===== src/rtl/tlb_arb_pkg.sv =====
// rtl/tlb_arb_pkg.sv - shared types and update-vector layout for the TLB port arbiter
package tlb_arb_pkg;

    localparam int UPD_W          = 63;
    localparam int UPD_VALID      = 62;
    localparam int UPD_IS4M       = 61;
    localparam int UPD_VPN_HI     = 60;
    localparam int UPD_VPN_LO     = 41;
    localparam int UPD_ASID_HI    = 40;
    localparam int UPD_ASID_LO    = 32;
    localparam int UPD_CONTENT_HI = 31;
    localparam int UPD_CONTENT_LO = 0;

    typedef enum logic [2:0] {
        GNT_NONE,
        GNT_FLUSH,
        GNT_UPDATE,
        GNT_LU0,
        GNT_LU1
    } grant_e;

    // Build a valid TLB update vector from its fields
    function automatic logic [UPD_W-1:0] pack_update(
        input logic        is_4m,
        input logic [19:0] vpn,
        input logic [8:0]  asid,
        input logic [31:0] content
    );
        logic [UPD_W-1:0] v;
        v                                 = '0;
        v[UPD_VALID]                      = 1'b1;
        v[UPD_IS4M]                       = is_4m;
        v[UPD_VPN_HI:UPD_VPN_LO]          = vpn;
        v[UPD_ASID_HI:UPD_ASID_LO]        = asid;
        v[UPD_CONTENT_HI:UPD_CONTENT_LO]  = content;
        return v;
    endfunction

endpackage


===== src/rtl/tlb_lu_rr_select.sv =====
// rtl/tlb_lu_rr_select.sv - two-port lookup round-robin with starvation counters
module tlb_lu_rr_select
    import tlb_arb_pkg::*;
#(
    parameter int MAX_WAIT = 4
) (
    input  logic       clk_i,
    input  logic       rst_ni,
    input  logic [1:0] i_req,
    input  logic       i_lu_gnt,
    output logic       o_valid,
    output logic       o_port,
    output logic       o_starved
);
    localparam int            CW       = $clog2(MAX_WAIT + 1);
    localparam logic [CW-1:0] WAIT_MAX = CW'(MAX_WAIT);
    localparam logic [CW-1:0] ONE      = CW'(1);

    logic                r_ptr;
    logic [1:0][CW-1:0]  r_wait;
    logic [1:0]          w_starved;

    // Pick a port: starved ports first, round-robin pointer breaks ties
    always_comb begin
        w_starved[0] = i_req[0] && (r_wait[0] == WAIT_MAX);
        w_starved[1] = i_req[1] && (r_wait[1] == WAIT_MAX);
        o_valid      = |i_req;
        o_starved    = |w_starved;
        if (w_starved == 2'b11)      o_port = r_ptr;
        else if (w_starved[0])       o_port = 1'b0;
        else if (w_starved[1])       o_port = 1'b1;
        else if (i_req == 2'b11)     o_port = r_ptr;
        else                         o_port = i_req[1] && !i_req[0];
    end

    // Per-port wait counters: count lost cycles, clear on grant or idle
    always_ff @(posedge clk_i or negedge rst_ni) begin
        if (!rst_ni) begin
            r_wait <= '0;
        end else begin
            for (int p = 0; p < 2; p++) begin
                if (!i_req[p] || (i_lu_gnt && (o_port == 1'(p))))
                    r_wait[p] <= '0;
                else if (r_wait[p] != WAIT_MAX)
                    r_wait[p] <= r_wait[p] + ONE;
            end
        end
    end

    // After a lookup grant the other port becomes preferred
    always_ff @(posedge clk_i or negedge rst_ni) begin
        if (!rst_ni)       r_ptr <= 1'b0;
        else if (i_lu_gnt) r_ptr <= ~o_port;
    end

endmodule


===== src/rtl/tlb_port_arbiter.sv =====
// rtl/tlb_port_arbiter.sv - shares one TLB between flush, update and two lookup requesters
module tlb_port_arbiter
    import tlb_arb_pkg::*;
#(
    parameter int ASID_WIDTH = 1,
    parameter int MAX_WAIT   = 4
) (
    input  logic                         clk_i,
    input  logic                         rst_ni,
    input  logic                         flush_req_i,
    input  logic [31:0]                  flush_vaddr_i,
    input  logic [ASID_WIDTH-1:0]        flush_asid_i,
    output logic                         flush_ack_o,
    input  logic                         upd_req_i,
    input  logic                         upd_is_4M_i,
    input  logic [19:0]                  upd_vpn_i,
    input  logic [8:0]                   upd_asid_i,
    input  logic [31:0]                  upd_content_i,
    output logic                         upd_ack_o,
    input  logic [1:0]                   lu_req_i,
    input  logic [1:0][31:0]             lu_vaddr_i,
    input  logic [1:0][ASID_WIDTH-1:0]   lu_asid_i,
    output logic [1:0]                   lu_ack_o,
    output logic [1:0]                   rsp_valid_o,
    output logic                         rsp_hit_o,
    output logic                         rsp_is_4M_o,
    output logic [31:0]                  rsp_content_o,
    output logic                         tlb_flush_o,
    output logic [UPD_W-1:0]             tlb_update_o,
    output logic                         tlb_lu_access_o,
    output logic [ASID_WIDTH-1:0]        tlb_lu_asid_o,
    output logic [31:0]                  tlb_lu_vaddr_o,
    output logic [ASID_WIDTH-1:0]        tlb_asid_to_be_flushed_o,
    output logic [31:0]                  tlb_vaddr_to_be_flushed_o,
    input  logic [31:0]                  tlb_lu_content_i,
    input  logic                         tlb_lu_hit_i,
    input  logic                         tlb_lu_is_4M_i
);
    grant_e      w_gnt;
    logic        w_lu_valid;
    logic        w_lu_port;
    logic        w_lu_starved;
    logic        w_lu_gnt;
    logic [1:0]  r_rsp_valid;
    logic        r_rsp_hit;
    logic        r_rsp_is_4m;
    logic [31:0] r_rsp_content;

    tlb_lu_rr_select #(
        .MAX_WAIT (MAX_WAIT)
    ) u_rr (
        .clk_i     (clk_i),
        .rst_ni    (rst_ni),
        .i_req     (lu_req_i),
        .i_lu_gnt  (w_lu_gnt),
        .o_valid   (w_lu_valid),
        .o_port    (w_lu_port),
        .o_starved (w_lu_starved)
    );

    // Fixed-priority grant; reset forces no grant so acks and TLB drives stay low
    always_comb begin
        w_gnt = GNT_NONE;
        if (!rst_ni)                      w_gnt = GNT_NONE;
        else if (flush_req_i)             w_gnt = GNT_FLUSH;
        else if (w_lu_valid && w_lu_starved) w_gnt = w_lu_port ? GNT_LU1 : GNT_LU0;
        else if (upd_req_i)               w_gnt = GNT_UPDATE;
        else if (w_lu_valid)              w_gnt = w_lu_port ? GNT_LU1 : GNT_LU0;
    end

    assign w_lu_gnt = (w_gnt == GNT_LU0) || (w_gnt == GNT_LU1);

    // Acks and TLB drives follow the grant; everything idles at zero
    always_comb begin
        flush_ack_o               = 1'b0;
        upd_ack_o                 = 1'b0;
        lu_ack_o                  = 2'b00;
        tlb_flush_o               = 1'b0;
        tlb_update_o              = '0;
        tlb_lu_access_o           = 1'b0;
        tlb_lu_asid_o             = '0;
        tlb_lu_vaddr_o            = '0;
        tlb_asid_to_be_flushed_o  = '0;
        tlb_vaddr_to_be_flushed_o = '0;
        case (w_gnt)
            GNT_FLUSH: begin
                flush_ack_o               = 1'b1;
                tlb_flush_o               = 1'b1;
                tlb_asid_to_be_flushed_o  = flush_asid_i;
                tlb_vaddr_to_be_flushed_o = flush_vaddr_i;
            end
            GNT_UPDATE: begin
                upd_ack_o    = 1'b1;
                tlb_update_o = pack_update(upd_is_4M_i, upd_vpn_i, upd_asid_i, upd_content_i);
            end
            GNT_LU0, GNT_LU1: begin
                lu_ack_o        = (w_gnt == GNT_LU1) ? 2'b10 : 2'b01;
                tlb_lu_access_o = 1'b1;
                tlb_lu_asid_o   = lu_asid_i[w_lu_port];
                tlb_lu_vaddr_o  = lu_vaddr_i[w_lu_port];
            end
            default: ;
        endcase
    end

    // Capture the TLB lookup result and flag the granted port for one cycle
    always_ff @(posedge clk_i or negedge rst_ni) begin
        if (!rst_ni) begin
            r_rsp_valid   <= 2'b00;
            r_rsp_hit     <= 1'b0;
            r_rsp_is_4m   <= 1'b0;
            r_rsp_content <= '0;
        end else begin
            r_rsp_valid <= {w_gnt == GNT_LU1, w_gnt == GNT_LU0};
            if (w_lu_gnt) begin
                r_rsp_hit     <= tlb_lu_hit_i;
                r_rsp_is_4m   <= tlb_lu_is_4M_i;
                r_rsp_content <= tlb_lu_content_i;
            end
        end
    end

    assign rsp_valid_o   = r_rsp_valid;
    assign rsp_hit_o     = r_rsp_hit;
    assign rsp_is_4M_o   = r_rsp_is_4m;
    assign rsp_content_o = r_rsp_content;

endmodule


===== config.mk =====
export PLATFORM = sky130hd
export DESIGN_NAME = tlb_port_arbiter
export DESIGN_NICKNAME = d
export VERILOG_FILES = /design/src/rtl/tlb_arb_pkg.sv /design/src/rtl/tlb_lu_rr_select.sv /design/src/rtl/tlb_port_arbiter.sv
export SDC_FILE = /design/constraint.sdc
export NUM_CORES = 1
export LEC_CHECK = 0
export CORE_AREA = 2 2 144 146
export CTS_CLUSTER_SIZE = 10
export DETAILED_ROUTE_END_ITERATION = 8
export DIE_AREA = 0 0 146 148
export GPL_TIMING_DRIVEN = 0
export HOLD_SLACK_MARGIN = 0.12
export PLACE_DENSITY = 0.62
export SLEW_MARGIN = 10
export SYNTH_ARGS = -nofsm -noshare
export SYNTH_HDL_FRONTEND = slang
export SYNTH_SLANG_ARGS = --single-unit

===== constraint.sdc =====
create_clock -name clk_i -period 2.9 [get_ports clk_i]
set_input_delay 0.58 -clock clk_i [delete_from_list [all_inputs] [get_ports clk_i]]
set_output_delay 0.58 -clock clk_i [all_outputs]
set_load 0.02 [all_outputs]

==> impl_metrics.ini <==
[placement]
port_buffers = 371
post-place-ws_ns = -0.929
place.gp.congestion = 0.786
dpl.hpwl_um = 13000

[sta]
hold_viol = 0
rsz0062_at_grt = yes
final.setup_skew_ns = 0.00410
maxSlewViolCount = 0
fmax_mhz = 356
layout_setup_ws_ns = 0.0912
finalCritPeriodShare_pct = 96.9
setup_viol = 0
finalSetupTns_ns = 0
min_period_ns = 2.81
tightest_slew_ns = 0.780
slew_headroom_pct = 47.8

[layout]
n_fill_cell = 2101
final_nets = 878
syn2layout_area_growth_pct = 151
multi_input_area_um2 = 1630
seqCellArea_um2 = 1080
drive_gt1_share_pct = 22.0

[route]
wl_per_cell_um = 17.2
antenna_left = 0
initialDrtViolationCount = 80
vias_per_cell = 3.87
num_vias = 3664
drt-total-wl_um = 16200
drcViolationCount = 0
first_pass_iters = 4

[yosys]
synthTopCellsByCount = and2_1 (65), dfrtp_1 (43), and3_1 (35)
yosys_warnings = 0
synthFlopType = dfrtp_1
yosysSeqAreaShare_pct = 37.9
syn-num-nets = 483
async_flop_share_pct = 100
synth_edf_count = 0
synth-seq-cells = 43
syn_inst = 278
synthTopCellsByArea = dfrtp_1 (38%), and2_1 (14%), mux2_2 (13%), a22o_1 (10%), and3_1 (7.7%)
synth.avg_cell_area_um2 = 10.2
netlist.area_leader.share_pct = 37.9
synthesis.area_um2 = 2840
synth_top_area_cell = dfrtp_1
synth_cell_types = 32
synth_most_common_cell = and2_1

[cts]
cts_buffers = 5
clkTransAtPathRegs_ns = 0.06
clockBufferDepth = 2
htree_levels = 2
cts_tree = yes
cts-root-buf = clkbuf_16
numClockSinks = 43
clock_latency_ns = 0.28

[setup_path]
crit_required_ns = 2.32
worstPathArrival_ns = 2.23
critPathTopFamily = buffers and inverters
end_kind = output pin
critPathLaunchType = flop
cpMaxStageDelayCell = dfrtp_1
path_class = reg -> out
critical_path.max_stage_delay_ns = 0.38
path_buf_inv = 3
crit_chain = inv_1, ha_2, and4b_2, o221ai_1, nor2_4, buf_4, a22o_1, clkdlybuf4s15_1
crit_fanout = 7

[status]
status = finished, final reports clean

[floorplanning]
start_util_pct = 14.2
die_w_um = 146
fp-row-count = 52
die_y_um = 148
dieArea_um2 = 21600
boundaryPins = 372
coreArea_um2 = 20000

[hold_path]
min_path_type = in -> async

[global_routing]
grt_pass1_vias = 3794
overflow = 0
grt_pass1_wl_um = 23500
grt_max_degree = 19
antenna_found_initial = 3
grtUsageTotal_pct = 14.1

[power]
ir_worst_vdd_uv = 317
power.density_nw_per_um2 = 357
p_leak_nw = 3.22

[job]
maxCapViolations = 0
-- layer usage --
| metal | wire, um | global-route usage (%) | vias up |
|---|---|---|---|
| met5 | 11 | 0 | - |
| met2 | 8050 | 25.6 | 192 |
| li1 | - | - | 1771 |
| met3 | 1460 | 5.19 | 19 |
| met4 | 295 | 3.25 | 2 |
| met1 | 6410 | 15.7 | 1680 |
-- power breakdown --
group | total (mW) | switching [mW] | internal [mW] | leakage [nW]
clock | 0.553 | 0.235 | 0.318 | 0.0669
combinational | 1.19 | 0.498 | 0.696 | 2.63
sequential | 0.794 | 0.0674 | 0.727 | 0.522
total | 2.54 | 0.800 | 1.74 | 3.22
-- worst paths after layout --
| path | startpoint | endpoint | slack, ns | cells past startpoint |
|---|---|---|---|---|
| hold / removal | rst_ni | rsp_content_o[21]$_DFFE_PN0P_ | 0.20 | 2 |
| setup reg to reg | u_rr.r_wait[0]$_DFFE_PN0P_ | rsp_content_o[29]$_DFFE_PN0P_ | 0.86 | 8 |
| hold reg to reg | rsp_content_o[13]$_DFFE_PN0P_ | rsp_content_o[13]$_DFFE_PN0P_ | 0.50 | 1 |
| setup / recovery | u_rr.r_wait[0]$_DFFE_PN0P_ | tlb_lu_vaddr_o[1] | 0.09 | 8 |
| min in group clk_i | rsp_content_o[13]$_DFFE_PN0P_ | rsp_content_o[13]$_DFFE_PN0P_ | 0.50 | 1 |
| max in group asynchronous | rst_ni | rsp_content_o[31]$_DFFE_PN0P_ | 1.49 | 2 |
-- final cells by class --
cell class              instances  area share, %
well taps                     270           4.74
repair buffers                389           52.2
inverters                       5          0.263
multi-input cells             204           22.9
flip-flops and latches         43           15.1
diodes                          2         0.0702
plain buffers                  25           2.76
clock inverters                 2          0.176
clock buffers                   6           1.81
-- registers in the layout, summed over array words and instances, names as in the netlist --
register,count
u_rr.r_wait,6
rsp_valid_o,2
rsp_is_4M_o,1
rsp_content_o,32
u_rr.r_ptr,1
rsp_hit_o,1
-- logic make-up after synthesis --
group                      synth area share, %
buffers and inverters                     6.57
AOI/OAI and AO/OA                         12.6
adders and majority gates                 1.76
xor gates and xnor gates                 0.617
and+or+nand+nor                           26.3
muxes                                     14.2
DFF                                       37.9
-- cells in the final DEF, fill, tap and decap left out, types with 5 or more instances in the layout --
| master | count |
|---|---|
| clkbuf_1 | 6 |
| a22o_1 | 33 |
| clkdlybuf4s15_1 | 23 |
| mux2_2 | 34 |
| clkbuf_16 | 5 |
| and2_1 | 63 |
| clkbuf_2 | 30 |
| clkdlybuf4s50_1 | 266 |
| buf_2 | 15 |
| inv_1 | 5 |
| dfrtp_1 | 43 |
| clkdlybuf4s15_2 | 8 |
| buf_4 | 21 |
| and3_1 | 35 |
| dlygate4sd2_1 | 21 |
| buf_6 | 13 |
-- stage by stage --
step / utilization (%) / power, mW / std cells / hold WS (ns) / area [um^2]
2_1_floorplan: - / 1.27 / 278 / 0.284 / 2840
3_3_place_gp: 34.4 / 1.97 / 919 / 0.489 / 6890
3_5_place_dp: 34.5 / 1.98 / 920 / 0.495 / 6910
4_1_cts: 36.1 / 2.58 / 942 / 0.121 / 7230
5_1_grt: 35.5 / 2.68 / 945 / 0.187 / 7120
6_report: 35.6 / 2.54 / 946 / 0.195 / 7130
-- what timing repair did --
| item | 4_1_cts | 5_1_grt |
|---|---|---|
| cloned | 4 | 0 |
| hold endpoints to repair | 0 | 16 |
| resized for setup | 236 | 85 |
| hold buffers | 0 | 1 |
| pin swaps | 6 | 7 |
| setup endpoints to repair | 131 | 94 |
| buffers inserted | 11 | 4 |
Power figures use the tool's default switching activity.
